**config.mk**
```make
export PLATFORM = sky130hd
export DESIGN_NAME = rr_mux_arbiter
export DESIGN_NICKNAME = d
export VERILOG_FILES = /design/src/rtl/rr_mux_arbiter.sv
export SDC_FILE = /design/constraint.sdc
export NUM_CORES = 1
export LEC_CHECK = 0
export ABC_AREA = 1
export BUFFER_PORTS_ARGS = -buffer_cell sky130_fd_sc_hd__buf_2
export CAP_MARGIN = 10
export CORE_MARGIN = 2
export CORE_UTILIZATION = 35
export CTS_CLUSTER_DIAMETER = 150
export DETAILED_ROUTE_END_ITERATION = 10
export PLACE_DENSITY = 0.65
export SLEW_MARGIN = 40
export SYNTH_ARGS = -nofsm -noshare
export SYNTH_HDL_FRONTEND = slang
export SYNTH_SLANG_ARGS = --single-unit
```
**constraint.sdc**
```tcl
create_clock -name clk -period 4.1 [get_ports clk]
set_input_delay 0.82 -clock clk [delete_from_list [all_inputs] [get_ports clk]]
set_output_delay 0.82 -clock clk [all_outputs]
set_load 0.03 [all_outputs]
```
**src/rtl/rr_mux_arbiter.sv**
```systemverilog
// ============================================================================
// Module      : rr_mux_arbiter
// Description : Round-robin arbiter that owns the select of a shared 4:1 mux
//               and grants it to one requester at a time for bounded bursts.
// Revision    : 1.0 - initial release
// ============================================================================
`default_nettype none

module rr_mux_arbiter #(
  parameter int HOLD = 4
) (
  input  logic       clk,
  input  logic       rst,
  input  logic [3:0] req,
  input  logic [3:0] d,
  output logic [3:0] gnt,
  output logic [1:0] sel,
  output logic       valid,
  output logic       out
);

  localparam logic [0:0] c_IDLE      = 1'b0;
  localparam logic [0:0] c_GRANT     = 1'b1;
  localparam logic [3:0] c_HOLD_LAST = 4'(HOLD - 1);

  logic [0:0] r_state, w_state_nxt;
  logic [1:0] r_owner, w_owner_nxt;
  logic [1:0] r_ptr,   w_ptr_nxt;
  logic [3:0] r_cnt,   w_cnt_nxt;

  logic       w_release;
  logic [1:0] w_base;
  logic [1:0] w_idx;
  logic [1:0] w_winner;
  logic       w_found;

  // State register
  always_ff @(posedge clk) begin
    if (rst) begin
      r_state <= c_IDLE;
      r_owner <= 2'd0;
      r_ptr   <= 2'd0;
      r_cnt   <= 4'd0;
    end else begin
      r_state <= w_state_nxt;
      r_owner <= w_owner_nxt;
      r_ptr   <= w_ptr_nxt;
      r_cnt   <= w_cnt_nxt;
    end
  end

  // A releasing owner re-arbitrates from owner+1, so a lone requester whose
  // burst expired wins again through the wrap of the search order.
  always_comb begin
    w_release = (r_state == c_GRANT) && (!req[r_owner] || (r_cnt >= c_HOLD_LAST));
    w_base    = w_release ? (r_owner + 2'd1) : r_ptr;
    w_winner  = 2'd0;
    w_found   = 1'b0;
    w_idx     = 2'd0;
    for (int i = 0; i < 4; i++) begin
      w_idx = w_base + 2'(i);
      if (!w_found && req[w_idx]) begin
        w_winner = w_idx;
        w_found  = 1'b1;
      end
    end
  end

  // Next-state logic
  always_comb begin
    w_state_nxt = r_state;
    w_owner_nxt = r_owner;
    w_ptr_nxt   = r_ptr;
    w_cnt_nxt   = r_cnt;
    case (r_state)
      c_IDLE: begin
        if (w_found) begin
          w_state_nxt = c_GRANT;
          w_owner_nxt = w_winner;
          w_cnt_nxt   = 4'd0;
        end
      end
      default: begin
        if (!w_release) begin
          w_cnt_nxt = r_cnt + 4'd1;
        end else begin
          w_ptr_nxt = r_owner + 2'd1;
          if (w_found) begin
            w_owner_nxt = w_winner;
            w_cnt_nxt   = 4'd0;
          end else begin
            w_state_nxt = c_IDLE;
          end
        end
      end
    endcase
  end

  // Outputs decoded from registered state only
  always_comb begin
    valid = (r_state == c_GRANT);
    sel   = r_owner;
    gnt   = valid ? (4'b0001 << r_owner) : 4'b0000;
    out   = valid & d[r_owner];
  end

endmodule

`default_nettype wire

```
==> metrics.md <==
| Metric | Value |
|---|---|
| Result of the run | `finished, final reports clean` |
| GPL Wtd Cong | `0.801` |
| DR pass1 iterations | `4` |
| Largest family of logic cells by synthesized area | `simple AND/OR/NAND/NOR gates` |
| Psw | `405 µW` |
| HPWL after DPL | `1570 µm` |
| Fraction of final layout cells with drive strength greater than 1 | `33.1%` |
| Number of nets with antenna violations after routing | `0` |
| Startpoint class of the critical path | `input pin` |
| Hold Crit Class | `flip-flop to flip-flop` |
| Largest net degree at the start of global routing | `12` |
| Data required time at the worst endpoint | `3.28 ns` |
| Total via count in the routed design | `892` |
| Instance count of the mapped netlist | `140` |
| Number of register bits inferred by synthesis | `9` |
| Internal power component | `305 µW` |
| Area used by sequential logic in the layout | `180 µm²` |
| Post-route clock period utilization | `55.3%` |
| Count of endpoints failing setup in the final report | `0` |
| Number of synthesis warnings | `0` |
| Unrepaired setup endpoints after global routing | `false` |
| Sum Neg Setup Slack | `0 ns` |
| Cell type group with the largest total delay on the critical path | `buffers and inverters` |
| FP Rows | `18` |
| Post-DR wirelength/cell | `10.3 µm` |
| Post-CTS resize count | `0` |
| Number of hold-repair buffers added at the cts stage | `0` |
| Final layout net count | `176` |
| Max-slew headroom | `69.7%` |
| Global-route wire length before repair | `3380 µm` |
| Buffers & Inverters on Critical Path | `2` |
| Length of routed met2 wiring | `965 µm` |
| Clock tree from TritonCTS | `yes` |
| Sequential group share of total power | `19.1%` |
| Horizontal extent of the die | `54.6 µm` |
| Worst-path cell with the longest stage delay | `buf_2` |
| Footprint of the multi-input gates | `637 µm²` |
| Relative area change from synthesis to final layout | `15.8%` |
| Part of the Yosys area used for sequential elements | `20.1%` |
| Die ar. | `2980 µm²` |
| Critical path data arrival time | `1.45 ns` |
| Worst ir drop on vdd | `272 µV` |
| Power density cells | `685 nW/µm²` |
| Number of global-route vias before repair | `780` |
| Filler cell count in the final layout | `255` |
| Leftover overflow at the end of global routing | `0` |
| Overall power after layout | `711 µW` |
| DIE HEIGHT | `54.6 µm` |
| Number of hold violations in the final report | `0` |
| Compound-Gate Fraction of Synth Area | `6.42%` |
| Share of power burned in combinational logic | `70.9%` |
| Mapped cell area | `896 µm²` |
| Count of pins on the block boundary | `18` |
| Number of antenna violations at the first check in global routing | `0` |
| WL met3 | `81 µm` |
| Syn_nets | `155` |
| Number of setup buffers added after CTS | `0` |
| Number of port buffers | `17` |
| Std-Cell Core Area | `2450 µm²` |
| Period minus WS final | `2.27 ns` |
| Post-synthesis share of cell area spent on full adders, half adders and majority gates | `6.98%` |
| Critical path, cell by cell | `buf_2 -> nor2_1 -> nor2_1 -> o21ai_0 -> a21oi_1 -> buf_2` |
| Root cell of the clock tree | `clkbuf_4` |
| Simple-gate share of the synthesized area | `57.7%` |
| Maximum clock skew at final layout | `0.000449 ns` |
| Met1 routed wirelength after detailed routing | `888 µm` |
| Starting Density | `36.5%` |
| Number of max-slew violations in the final report | `0` |
| Worst slew pin tran | `0.453 ns` |
| Fraction of power consumed by the clock network | `10.0%` |
| Uppermost layer routed | `met4` |
| Sw frac | `57.0%` |
| Clock buffer depth | `2` |
| Clock latency on the worst-skew pair | `0.26 ns` |
| Post-synthesis average cell area | `6.40 µm²` |
| Fraction of synthesized area in multiplexers | `0%` |
| Clock input transition at the sequential cells of the worst setup and hold paths | `0.06 ns` |
| Total clock sinks | `9` |
| Global routing usage summed across all routing layers | `15.6%` |
| Via density per instance | `4.69` |
| Maximum fanout along the worst path | `1` |
| Number of distinct library cell variants in the gate-level netlist after synthesis | `20` |
| Number of clock buffers inserted by TritonCTS | `3` |
| Max H-tree Level | `1` |
| Post-Synth XOR/XNOR Area | `0%` |
| Critical path endpoint category | `output pin` |
| Crit path kind | `input pin to output pin` |
| Post-Route WL | `1960 µm` |
| Commonest cells after routing, fill and taps aside | `nand2_1, buf_2, inv_1, nand2_2, nor2_1` |
| Detailed router's first-iteration violation count | `27` |
| Biggest cell delay along the critical path | `0.20 ns` |
| DRC Markers | `0` |
| Antenna diodes | `0` |
| Upper clock frequency limit | `441 MHz` |
| Max cap viols | `0` |
| Leading cell type in the layout, fill and taps excluded | `nand2_1` |
| Static leakage | `0.000574 µW` |
worst min-delay path: cells and delay by family, from the launching register on:
family	cells	cell delay [ns]
and+or+nand+nor	2	0.09
DFF	1	0.31
power groups by stage:
stage | combinational, µW | clock [µW] | sequential [µW]
after floorplan | 403 | 0 | 143
after global placement | 498 | 0 | 138
after detailed placement | 506 | 0 | 138
after CTS | 509 | 72.6 | 136
after global routing | 567 | 77.8 | 139
final | 504 | 70.8 | 136
through the flow:
stage / hold slack (ns) / util, % / area (µm²) / std cells / setup WS (ns)
floorplan: 0.416 / - / 896 / 140 / 1.76
global placement: 0.428 / 41.2 / 1010 / 186 / 1.76
detailed placement: 0.430 / 41.2 / 1010 / 186 / 1.73
CTS: 0.440 / 42.3 / 1040 / 190 / 1.82
global route: 0.461 / 42.3 / 1040 / 190 / 1.66
finish: 0.438 / 42.3 / 1040 / 190 / 1.83
logic make-up (layout without fill, tap and decap cells):
logic type,after synthesis,after routing
compound gates,10,10
fa+ha+maj,5,5
buf+inv,20,40
flops,9,9
simple gates,96,96
metal layers:
metal	vias up	track usage, %
met5	-	0
met4	0	6.25
met3	5	2.19
met2	11	26.2
met1	403	20.0
li1	473	-
cell type report:
class                           count  area share (%)
Sequential cell                     9            17.4
Tap cell                           30            3.62
Timing Repair Buffer               17            8.20
Clock buffer                        4            2.53
Multi-Input combinational cell    111            61.4
Inverter                           19            6.88
state kept, by name, summed over array words and instances, names as in the netlist:
signal and flops:
r_cnt 4, r_ptr 2, sel 2, valid 1
worst paths after layout:
check                       from             endpoint  slack (ns)  cells past startpoint
max                         d[0]                  out        1.83                      6
min          r_cnt[2]$_SDFF_PP0_  r_cnt[2]$_SDFF_PP0_        0.44                      2
max reg2reg  r_cnt[0]$_SDFF_PP0_  sel[0]$_SDFFE_PP0P_        1.88                     15
min reg2reg  r_cnt[2]$_SDFF_PP0_  r_cnt[2]$_SDFF_PP0_        0.44                      2
synth_stat cells, drive strengths merged:
master,instances,area (µm²)
nand3,13,110
nand4,2,12.5
ha,5,62.6
dfxtp,9,180
a21oi,6,37.5
nand2,66,325
inv,19,71.3
nor3,1,5.00
o21ai,4,20.0
nand3b,1,7.51
nor2,13,56.3
buf,1,7.51
(Power assumes the default switching activity.)
